<file path="src/rtl/mem_arbiter_if.sv">
// Requester-side port of the memory arbiter: one request/ack handshake
// carrying a single 16-bit read or write.
interface mem_arbiter_if;
    logic        req;
    logic        we;
    logic [15:0] addr;
    logic [15:0] wdata;
    logic        ack;
    logic [15:0] rdata;

    // A requester drives the request fields and waits for ack.
    modport master (
        output req, we, addr, wdata,
        input  ack, rdata
    );

    // The arbiter samples the request fields and returns ack/rdata.
    modport slave (
        input  req, we, addr, wdata,
        output ack, rdata
    );
endinterface

</file>
<file path="src/rtl/mem_arbiter.sv">
// Two-port arbiter for the Hack memory-mapped bus. Port A (CPU data port)
// has fixed priority. Port B (loader / debug bridge) is forced through
// after STARVE_LIMIT consecutive lost arbitrations. One transaction at a
// time, always IDLE -> BUS -> RESP -> IDLE.
//
// state | meaning
// ------+-------------------------------------------------------------
// IDLE  | sample requests, pick owner, latch its command onto the bus
// BUS   | address/data/write strobe presented to the decoder
// RESP  | strobe dropped, read-back valid, owner acked for one cycle
module mem_arbiter #(
    parameter int STARVE_LIMIT = 4
) (
    input  logic         clk,
    input  logic         reset,
    mem_arbiter_if.slave port_a,
    mem_arbiter_if.slave port_b,
    output logic [15:0]  mem_address,
    output logic         mem_load,
    output logic [15:0]  mem_wdata,
    input  logic [15:0]  mem_rdata,
    output logic         busy
);

    typedef enum logic [1:0] {
        IDLE,
        BUS,
        RESP
    } state_t;

    localparam logic [3:0] LIMIT = 4'(STARVE_LIMIT);

    state_t     state;
    logic       owner_b;
    logic [3:0] starve_cnt;
    logic       any_req;
    logic       grant_b;

    // B wins when it is alone, or when it has lost LIMIT times in a row.
    assign any_req = port_a.req | port_b.req;
    assign grant_b = port_b.req & (~port_a.req | (starve_cnt == LIMIT));

    // Read-back is steered only to the port currently being acked.
    assign port_a.rdata = port_a.ack ? mem_rdata : 16'h0000;
    assign port_b.rdata = port_b.ack ? mem_rdata : 16'h0000;

    // Arbitration FSM; the bus command is copied at grant so requester
    // changes after that point cannot disturb the transfer in flight.
    always_ff @(posedge clk or posedge reset) begin
        if (reset) begin
            state       <= IDLE;
            owner_b     <= 1'b0;
            starve_cnt  <= 4'd0;
            mem_address <= 16'h0000;
            mem_load    <= 1'b0;
            mem_wdata   <= 16'h0000;
            busy        <= 1'b0;
            port_a.ack  <= 1'b0;
            port_b.ack  <= 1'b0;
        end else begin
            case (state)
                IDLE: begin
                    if (any_req) begin
                        owner_b     <= grant_b;
                        mem_address <= grant_b ? port_b.addr  : port_a.addr;
                        mem_load    <= grant_b ? port_b.we    : port_a.we;
                        mem_wdata   <= grant_b ? port_b.wdata : port_a.wdata;
                        busy        <= 1'b1;
                        state       <= BUS;
                    end
                    // Only an uninterrupted run of B losses counts toward the limit.
                    if (grant_b || !port_b.req) begin
                        starve_cnt <= 4'd0;
                    end else if (starve_cnt != LIMIT) begin
                        starve_cnt <= starve_cnt + 4'd1;
                    end
                end
                BUS: begin
                    mem_load   <= 1'b0;
                    port_a.ack <= ~owner_b;
                    port_b.ack <= owner_b;
                    state      <= RESP;
                end
                RESP: begin
                    port_a.ack <= 1'b0;
                    port_b.ack <= 1'b0;
                    busy       <= 1'b0;
                    state      <= IDLE;
                end
                default: begin
                    state <= IDLE;
                end
            endcase
        end
    end

endmodule

</file>
<file path="src/flat_wrapper.sv">
// flat-port wrapper written by rule: the top's interface ports become plain ports
module mem_arbiter_flat 
#(
    parameter int STARVE_LIMIT = 4
)
  (clk, reset, mem_address, mem_load, mem_wdata, mem_rdata, busy, port_a_req, port_a_we, port_a_addr, port_a_wdata, port_a_ack, port_a_rdata, port_b_req, port_b_we, port_b_addr, port_b_wdata, port_b_ack, port_b_rdata);
  mem_arbiter_if port_a_i ();
  mem_arbiter_if port_b_i ();
  input  logic clk;
  input  logic reset;
  output logic [15:0] mem_address;
  output logic mem_load;
  output logic [15:0] mem_wdata;
  input  logic [15:0] mem_rdata;
  output logic busy;
  input wire logic [$bits(port_a_i.req)-1:0] port_a_req;
  input wire logic [$bits(port_a_i.we)-1:0] port_a_we;
  input wire logic [$bits(port_a_i.addr)-1:0] port_a_addr;
  input wire logic [$bits(port_a_i.wdata)-1:0] port_a_wdata;
  output wire logic [$bits(port_a_i.ack)-1:0] port_a_ack;
  output wire logic [$bits(port_a_i.rdata)-1:0] port_a_rdata;
  input wire logic [$bits(port_b_i.req)-1:0] port_b_req;
  input wire logic [$bits(port_b_i.we)-1:0] port_b_we;
  input wire logic [$bits(port_b_i.addr)-1:0] port_b_addr;
  input wire logic [$bits(port_b_i.wdata)-1:0] port_b_wdata;
  output wire logic [$bits(port_b_i.ack)-1:0] port_b_ack;
  output wire logic [$bits(port_b_i.rdata)-1:0] port_b_rdata;
  assign port_a_i.req = port_a_req;
  assign port_a_i.we = port_a_we;
  assign port_a_i.addr = port_a_addr;
  assign port_a_i.wdata = port_a_wdata;
  assign port_a_ack = port_a_i.ack;
  assign port_a_rdata = port_a_i.rdata;
  assign port_b_i.req = port_b_req;
  assign port_b_i.we = port_b_we;
  assign port_b_i.addr = port_b_addr;
  assign port_b_i.wdata = port_b_wdata;
  assign port_b_ack = port_b_i.ack;
  assign port_b_rdata = port_b_i.rdata;
  mem_arbiter #(.STARVE_LIMIT(STARVE_LIMIT)) u_core (.clk(clk), .reset(reset), .port_a(port_a_i), .port_b(port_b_i), .mem_address(mem_address), .mem_load(mem_load), .mem_wdata(mem_wdata), .mem_rdata(mem_rdata), .busy(busy));
endmodule
</file>
<file path="config.mk">
export PLATFORM = sky130hd
export DESIGN_NAME = mem_arbiter_flat
export DESIGN_NICKNAME = d
export VERILOG_FILES = /design/src/rtl/mem_arbiter_if.sv /design/src/rtl/mem_arbiter.sv /design/src/flat_wrapper.sv
export SDC_FILE = /design/constraint.sdc
export NUM_CORES = 1
export LEC_CHECK = 0
export CAP_MARGIN = 20
export CORE_MARGIN = 2
export CORE_UTILIZATION = 43
export CTS_BUF_LIST = sky130_fd_sc_hd__clkbuf_2 sky130_fd_sc_hd__clkbuf_4 sky130_fd_sc_hd__clkbuf_8
export DETAILED_ROUTE_END_ITERATION = 8
export MAX_ROUTING_LAYER = met4
export PLACE_DENSITY = 0.89
export RECOVER_POWER = 100
export SYNTH_ARGS = -nofsm -noshare
export SYNTH_HDL_FRONTEND = slang
export SYNTH_SLANG_ARGS = --single-unit
</file>
<file path="constraint.sdc">
create_clock -name clk -period 2.9 [get_ports clk]
set_clock_uncertainty 0.05 [all_clocks]
set_input_delay 0.29 -clock clk [delete_from_list [all_inputs] [get_ports clk]]
set_output_delay 0.29 -clock clk [all_outputs]
set_load 0.005 [all_outputs]
</file>
==> results of run 1 <==
-- cell usage in the layout, fill, tap and decap left out, drive strengths merged --
cell           count
a21oi              1
a22o               1
a31o               1
and2              32
and3               1
and3b              1
buf                7
clkbuf            10
clkdlybuf4s50    102
clkinv             2
dfrtp             43
dlygate4sd3       51
ha                 6
inv                7
mux2               4
nand2             34
nand2b             3
nand3             33
nand3b             1
nand4              1
nor2               1
nor2b              2
nor3               1
nor3b              1
o2111ai           65
o211ai             1
o21ai              3
o2bb2ai            2
o31ai              2
o32ai              1
or3b               1
-- Yosys cell counts, types with 2 or more instances --
cell type	number
o2111ai_1	65
o31ai_1	2
ha_1	6
nor2b_1	2
inv_2	2
buf_4	3
nand2b_1	3
buf_2	17
o2bb2ai_1	2
clkbuf_1	10
buf_6	4
mux2_2	4
inv_1	6
o21ai_0	2
and2_1	32
nand3_1	33
nand2_1	34
dfrtp_1	43
-- logic make-up (layout without fill, tap and decap cells) --
logic type                 after synthesis  after routing  synth area share (%)
AOI/OAI and AO/OA                       77             77                 24.98
and+or+nand+nor                        112            112                 21.98
muxes                                    4              4                 1.687
adders and majority gates                6              6                 2.812
buffers and inverters                   42            179                 8.247
DFF                                     43             43                 40.30
-- stage by stage --
step | util (%) | total power [uW] | area [um2] | std cells
after floorplan | - | 1903 | 2670 | 284
after global placement | 70.23 | 2844 | 4183 | 488
after detailed placement | 70.23 | 2901 | 4183 | 488
after CTS | 71.89 | 3317 | 4282 | 496
after global routing | 71.64 | 3391 | 4267 | 496
final | 71.64 | 3170 | 4267 | 496
-- registers in the layout (all words and copies together), names as in the netlist --
| signal | cells |
|---|---|
| u_core.owner_b | 1 |
| u_core.busy | 1 |
| u_core.port_a.ack | 1 |
| u_core.mem_load | 1 |
| u_core.mem_address | 16 |
| u_core.state | 2 |
| u_core.starve_cnt | 4 |
| u_core.mem_wdata | 16 |
| u_core.port_b.ack | 1 |
-- final timing paths --
check                                         end  depth (start not counted)  slack, ns
min in group asynchronous  u_core.mem_address[10]                          3       0.71
max reg2reg                       u_core.mem_load                          6       0.55
min                        u_core.mem_address[13]                          2       0.43
max in group asynchronous         u_core.mem_load                          3       1.43
min reg2reg                u_core.mem_address[13]                          2       0.43
max                               u_core.mem_load                          6       0.55
-- layer usage --
metal  share of wire (%)  up-vias  track usage [%]
met5                   0        -                -
met4                0.90        0            5.365
met3                 6.6        7            3.579
met2                  52      159            43.70
met1                  41     1449            32.12
li1                    -     1358                -
-- cell type report --
type                       instances  area share, %
tap                               75          2.199
clock buffer                       7          2.111
inverter                           8         0.7038
timing repair buffer             163          37.42
clock inverter                     1         0.2053
sequential                        43          25.22
multi-input combinational        199          32.14
-- critical path: stages (launching register included) --
cell	delay (ns)
dfrtp_1	0.41
inv_1	0.12
ha_2	0.54
o21ai_2	0.12
clkbuf_1	0.38
or3b_1	0.48
o211ai_1	0.16
-- where the power goes --
group / leakage [uW] / total (uW) / switching [uW] / internal [uW]
Clock: 0.0000519 / 412 / 207 / 205
Combinational: 0.00116 / 1690 / 774 / 912
Sequential: 0.000535 / 1070 / 198 / 874
==> results_dict.tcl, run 1 <==
set metrics [dict create \
    routed_wl_mm 8.703 \
    seqCellArea_um2 1076 \
    via_count 2973 \
    grt_pass1_vias 2801 \
    holdWs_ns 0.4317 \
    finalHoldViolations 0 \
    cts_sinks 43 \
    io_pins 154 \
    setup_viol 0 \
    fmax_ghz 0.4257 \
    ctsResizeCount 0 \
    post_drt_wl_per_cell_um 17.55 \
    placeableCoreArea_um2 5956 \
    dr.first_iter.drc_count 177 \
    power_density_nw_per_um2 743.0 \
    cts_tree "done" \
    synthFlopType "dfrtp_1" \
    antenna_found_initial 0 \
    area_delta_synth_final_pct 59.79 \
    syn_nets 376 \
    multi_input_area_um2 1371 \
    drv_cap 0 \
    drc 0 \
    h-tree-depth 2 \
    min_path_type "reg -> reg" \
    detail-route-antenna-nets 0 \
    r2r_start "u_core.state[1]" \
    io_buffers 153 \
    criticalPathCategory "reg -> reg" \
    start_util_pct 44.83 \
    crit_arrival_ns 2.51 \
    slew_violations 0 \
    yosys-top-cells-area "dfrtp_1 (40%), o2111ai_1 (21%), and2_1 (7.5%)" \
    final.setup.tns_ns 0 \
    syn_inst 284 \
    overflow 0 \
    grt_max_degree 44 \
    path_max_fanout 29 \
    dp_worst_setup_slack_ns 0.8039 \
    rsz0062_at_grt "false" \
    status "finished clean" \
    peakVddDrop_mv 0.3625 \
    viasPerCell 5.994 \
    synth.avg_cell_area_um2 9.402 \
    ctsRootBufferMaster "clkbuf_8" \
    fillerInstances 462 \
    startpoint_type "flop" \
    synth_top_area_share_pct 40.30 \
    async_flop_share_pct 100.0 \
    yosys_warnings 0 \
    yosys.area.top_type "dfrtp_1" \
    insertedDiodeCount 0 \
    grt_usage_pct 25.42 \
    placementRows 28 \
    slew_headroom_pct 28.66 \
    die_width_um 82.80 \
    die-area_um2 6856 \
    syn_area_um2 2670 \
    min_from "u_core.mem_address[13]" \
    critical_path.startpoint "u_core.state[1]" \
    layout_setup_ws_ns 0.5511 \
    yosysSeqAreaShare_pct 40.30 \
    grt_pass1_wl_mm 14.09 \
    cts_hold_buf 0 \
    ys_ff_latch 43 \
    numCtsBuffers 5 \
    synth_cell_type_count 32 \
    cts_buffer_depth 2 \
    first_pass_iters 4 \
    drive_gt1_share_pct 6.413 \
    finish.net_count 512 \
    fin_crit_sh_pct 81.00 \
    period_minus_slack_ns 2.349 \
    routabilityCongestion 0.8434 \
    clkLatencyLatePin_ns 0.30 \
    power.leakage_uw 0.001751 \
    cts_setup_buffers 0 \
    path_clk_slew_ns 0.08 \
    crit_path_end_kind "flop" \
    fp.dieH_um 82.80 \
    synth-edff-count 0 \
    dp_hpwl_mm 6.251 \
    tightestPinTransition_ns 1.070 \
    cp.required_ns 3.06 \
]
Note: power is estimated with default switching activity, not from simulation.
==> run 2: changes to the inputs <==
--- a/config.mk
+++ b/config.mk
@@ -7,11 +7,11 @@
 export LEC_CHECK = 0
 export CAP_MARGIN = 20
 export CORE_MARGIN = 2
-export CORE_UTILIZATION = 43
+export CORE_UTILIZATION = 39
 export CTS_BUF_LIST = sky130_fd_sc_hd__clkbuf_2 sky130_fd_sc_hd__clkbuf_4 sky130_fd_sc_hd__clkbuf_8
 export DETAILED_ROUTE_END_ITERATION = 8
 export MAX_ROUTING_LAYER = met4
-export PLACE_DENSITY = 0.89
+export PLACE_DENSITY = 0.82
 export RECOVER_POWER = 100
 export SYNTH_ARGS = -nofsm -noshare
 export SYNTH_HDL_FRONTEND = slang
==> constraint.sdc (replaced) <==
create_clock -name clk -period 2.2 [get_ports clk]
set_clock_uncertainty 0.05 [all_clocks]
set_input_delay 0.22 -clock clk [delete_from_list [all_inputs] [get_ports clk]]
set_output_delay 0.22 -clock clk [all_outputs]
set_load 0.005 [all_outputs]
==> results_dict.tcl, run 2 (synthesis results as in run 1) <==
set metrics [dict create \
    status "finished clean" \
    path_clk_slew_ns 0.09 \
    fin_area_um2 4304 \
    power_uw 4154 \
    peakVddDrop_mv 0.5873 \
    slew_violations 0 \
    via_count 2954 \
    finalHoldViolations 0 \
    slew_headroom_pct 47.64 \
    finish.net_count 517 \
    crit_path_end_kind "primary output" \
    cp.required_ns 1.93 \
    layout_commonest_cell "clkdlybuf4s50_1" \
    routed_wl_mm 8.918 \
    dr.first_iter.drc_count 171 \
    insertedDiodeCount 0 \
    post_drt_wl_per_cell_um 17.62 \
    top_regs "u_core.mem_address x16, u_core.mem_wdata x16, u_core.starve_cnt x4" \
    placementRows 30 \
    numCtsBuffers 5 \
    die_width_um 86.74 \
    period_minus_slack_ns 1.943 \
    first_pass_iters 4 \
    min_path_type "in -> async" \
    r2r_start "u_core.starve_cnt[0]" \
    cts_hold_buf 0 \
    cts_tree "done" \
    dpl.cell_count 498 \
    dpl_cell_area_um2 4239 \
    grt_pass1_vias 2747 \
    grt_max_degree 48 \
    stdcell_count 506 \
    viasPerCell 5.838 \
    placeableCoreArea_um2 6719 \
    clkLatencyLatePin_ns 0.30 \
    ctsResizeCount 0 \
    grt_usage_pct 24.72 \
    r2r_end "u_core.starve_cnt[0]" \
    holdWs_ns 0.3792 \
    path_max_fanout 18 \
    fin_crit_sh_pct 88.30 \
    final.setup.tns_ns 0 \
    ctsRootBufferMaster "clkbuf_8" \
    power_density_nw_per_um2 965.0 \
    wl_met2_mm 4.501 \
    criticalPathCategory "reg -> out" \
    met1_length_mm 3.524 \
    drc 0 \
    start_util_pct 39.74 \
    overflow 0 \
    final_cell_mix "clkdlybuf4s50_1 (102), o2111ai_1 (65), dlygate4sd3_1 (51), dfrtp_1 (43), nand2_1 (34)" \
    critical_path.startpoint "u_core.port_b.ack" \
    routabilityCongestion 0.7830 \
    detail-route-antenna-nets 0 \
    cts_setup_buffers 0 \
    cts_sinks 43 \
    setup_viol 0 \
    ff2ff_path_depth 6 \
    io_pins 154 \
    drive_gt1_share_pct 7.042 \
    io_buffers 153 \
    die-area_um2 7524 \
    routed-wl-met3_um 770 \
    startpoint_type "flop" \
    fp.dieH_um 86.74 \
    tightestPinTransition_ns 0.7854 \
    top_layer "met4" \
    grt_pass1_wl_mm 14.21 \
    rsz0062_at_grt "false" \
    antenna_found_initial 0 \
    dp_hpwl_mm 6.632 \
    power.leakage_uw 0.001774 \
    fmax_ghz 0.5148 \
    regToRegSetupSlack_ns 0.26 \
    crit_arrival_ns 1.67 \
    fillerInstances 588 \
    drv_cap 0 \
    cts_buffer_depth 2 \
    h-tree-depth 2 \
    area_delta_synth_final_pct 61.20 \
]
==> run 2: cell types whose count changed in the layout (fill, tap and decap cells not counted), sizes merged <==
cell	delta
buf	+3
clkbuf	+1
clkinv	-1
clkinvlp	+1
inv	+1
==> run 2: metrics by stage <==
stage,setup slack (ns),util [%]
2_1_floorplan,0.7321,-
3_3_place_gp,0.4453,63.09
3_5_place_dp,0.3821,63.09
4_1_cts,0.3015,64.41
5_1_grt,0.1394,64.06
6_report,0.2575,64.06
==> run 2: metal layers <==
layer,global-route usage (%),vias to the layer above
met1,30.14,1413
li1,-,1379
met2,41.26,151
met3,5.810,11
met5,-,-
met4,6.534,0
==> run 2: cell type report <==
class / instances / area [um2] / share of cell area [%]
Multi-Input combinational cell: 199 / 1369 / 31.80
Sequential cell: 43 / 1076 / 25.00
Timing Repair Buffer: 168 / 1640 / 38.11
Clock buffer: 6 / 76.32 / 1.773
Inverter: 8 / 30.03 / 0.6977
Clock inverter: 2 / 12.51 / 0.2907
Tap cell: 80 / 100.1 / 2.326
==> run 2: power by group <==
part / internal [uW] / total, uW / leakage (uW) / switching, uW
logic: 1210 / 2230 / 0.00119 / 1030
clock network: 235 / 514 / 0.0000446 / 279
registers: 1150 / 1410 / 0.000535 / 255
total: 2590 / 4150 / 0.00177 / 1560
==> run 2: worst max path at each step <==
stage / endpoint / slack, ns
floorplan: u_core.mem_address[0] / 0.73
global placement: u_core.owner_b / 0.45
detailed placement: u_core.state[1] / 0.38
CTS: port_b_rdata[9] / 0.30
global route: u_core.starve_cnt[0] / 0.14
finish: port_b_rdata[9] / 0.26
==> run 2: worst max-delay path, stage by stage (launching register included) <==
cell,delay [ns]
dfrtp_1,0.59
and2_1,0.19
dlygate4sd3_1,0.60
==> run 3: changes to the inputs <==
--- a/config.mk
+++ b/config.mk
@@ -6,6 +6,7 @@
 export NUM_CORES = 1
 export LEC_CHECK = 0
 export CAP_MARGIN = 20
+export CORE_ASPECT_RATIO = 1.4
 export CORE_MARGIN = 2
 export CORE_UTILIZATION = 39
 export CTS_BUF_LIST = sky130_fd_sc_hd__clkbuf_2 sky130_fd_sc_hd__clkbuf_4 sky130_fd_sc_hd__clkbuf_8
@@ -13,6 +14,8 @@
 export MAX_ROUTING_LAYER = met4
 export PLACE_DENSITY = 0.82
 export RECOVER_POWER = 100
+export SKIP_LAST_GASP = 1
+export SLEW_MARGIN = 10
 export SYNTH_ARGS = -nofsm -noshare
 export SYNTH_HDL_FRONTEND = slang
 export SYNTH_SLANG_ARGS = --single-unit
==> results_dict.tcl, run 3 (synthesis results as in run 1) <==
set metrics [dict create \
    fillerInstances 570 \
    top_regs "u_core.mem_address x16, u_core.mem_wdata x16, u_core.starve_cnt x4" \
    fin_crit_sh_pct 86.12 \
    startpoint_type "flop" \
    finish.net_count 514 \
    tightestPinTransition_ns 1.062 \
    clkLatencyLatePin_ns 0.29 \
    routabilityCongestion 0.8416 \
    ctsRootBufferMaster "clkbuf_8" \
    power_density_nw_per_um2 984.7 \
    die_width_um 73.93 \
    stdcell_count 514 \
    cp_cell_sequence "and2_1, dlygate4sd3_1" \
    final.setup.tns_ns 0 \
    ctsResizeCount 0 \
    fmax_ghz 0.5278 \
    dpl.cell_count 507 \
    cts_tree "done" \
    path_max_fanout 18 \
    period_minus_slack_ns 1.895 \
    finalHoldViolations 0 \
    grt_usage_pct 23.88 \
    area_delta_synth_final_pct 61.25 \
    multi_input_area_um2 1361 \
    dp_hpwl_mm 6.561 \
    placementRows 35 \
    routed_wl_mm 8.863 \
    cp.required_ns 1.93 \
    io_pins 154 \
    r2r_start "u_core.starve_cnt[0]" \
    critPathSlowestCell "dfrtp_1" \
    grt_pass1_vias 2784 \
    critical_path.startpoint "u_core.port_a.ack" \
    viasPerCell 5.728 \
    cts_setup_buffers 0 \
    via_count 2944 \
    min_path_type "reg -> reg" \
    layout_commonest_cell "clkdlybuf4s50_1" \
    peakVddDrop_mv 0.6596 \
    path_clk_slew_ns 0.08 \
    criticalPathCategory "reg -> out" \
    slowest_delay_ns 0.59 \
    cts_buffer_depth 2 \
    cts_hold_buf 0 \
    drv_cap 0 \
    power.leakage_uw 0.001795 \
    final_cell_mix "clkdlybuf4s50_1 (93), o2111ai_1 (65), dlygate4sd3_1 (60), dfrtp_1 (43), nand2_1 (34)" \
    die-area_um2 7533 \
    h-tree-depth 2 \
    first_pass_iters 4 \
    slew_violations 0 \
    crit_arrival_ns 1.62 \
    cts_sinks 43 \
    setup_viol 0 \
    dr.first_iter.drc_count 196 \
    min_from "u_core.mem_address[6]" \
    grt_max_degree 44 \
    rsz0062_at_grt "false" \
    crit_path_end_kind "primary output" \
    detail-route-antenna-nets 0 \
    antenna_found_initial 0 \
    placeableCoreArea_um2 6613 \
    fp.dieH_um 101.9 \
    io_buffers 153 \
    drive_gt1_share_pct 6.635 \
    seqCellArea_um2 1076 \
    utilization_pct 65.11 \
    numCtsBuffers 5 \
    insertedDiodeCount 0 \
    slew_headroom_pct 29.20 \
    drc 0 \
    grt_pass1_wl_mm 13.60 \
    status "finished clean" \
    overflow 0 \
    start_util_pct 40.38 \
    post_drt_wl_per_cell_um 17.24 \
]
[run 3: area by class of cell]
class                      count  area share (%)
timing repair buffer         165           37.55
tap                           92           2.674
inverter                       8          0.6975
clock inverter                 1          0.6975
multi-input combinational    199           31.62
clock buffer                   6           1.773
sequential                    43           24.99
[run 3: worst paths after layout]
path,endpoint,slack (ns),depth (start not counted)
max in group asynchronous,u_core.state[1],0.79,3
min,u_core.mem_address[6],0.43,2
max reg2reg,u_core.mem_load,0.31,6
max,port_a_rdata[15],0.31,2
min in group asynchronous,u_core.mem_wdata[4],0.65,3
min reg2reg,u_core.mem_address[6],0.43,2
[run 3: stage by stage]
step / area, um2 / hold WS, ns / total power, uW / setup slack [ns]
2_1_floorplan: 2670 / 0.3418 / 2509 / 0.7321
3_3_place_gp: 4219 / 0.4103 / 3760 / 0.3820
3_5_place_dp: 4219 / 0.4200 / 3836 / 0.3256
4_1_cts: 4325 / 0.3469 / 4454 / 0.3115
5_1_grt: 4305 / 0.4557 / 4553 / 0.2050
6_report: 4305 / 0.4289 / 4240 / 0.3054
[run 3: routing by layer]
layer,wire [um],global-route usage [%],up-vias
li1,-,-,1367
met1,3219,27.43,1371
met2,4630,41.28,181
met3,771,4.438,25
met4,242,8.112,0
met5,0,-,-
[run 3: critical path, delay by kind of cell, from the launching register on]
| family | cells | cell delay [ns] |
|---|---|---|
| buffers and inverters | 1 | 0.56 |
| DFF | 1 | 0.59 |
| and+or+nand+nor | 1 | 0.19 |
[run 3: power breakdown]
part	leakage, uW	switching (uW)	internal, uW	total (uW)
Clock	0.0000547	270	345	615
Sequential	0.000535	258	1150	1410
Combinational	0.00121	1020	1200	2210
Total	0.00179	1550	2690	4240
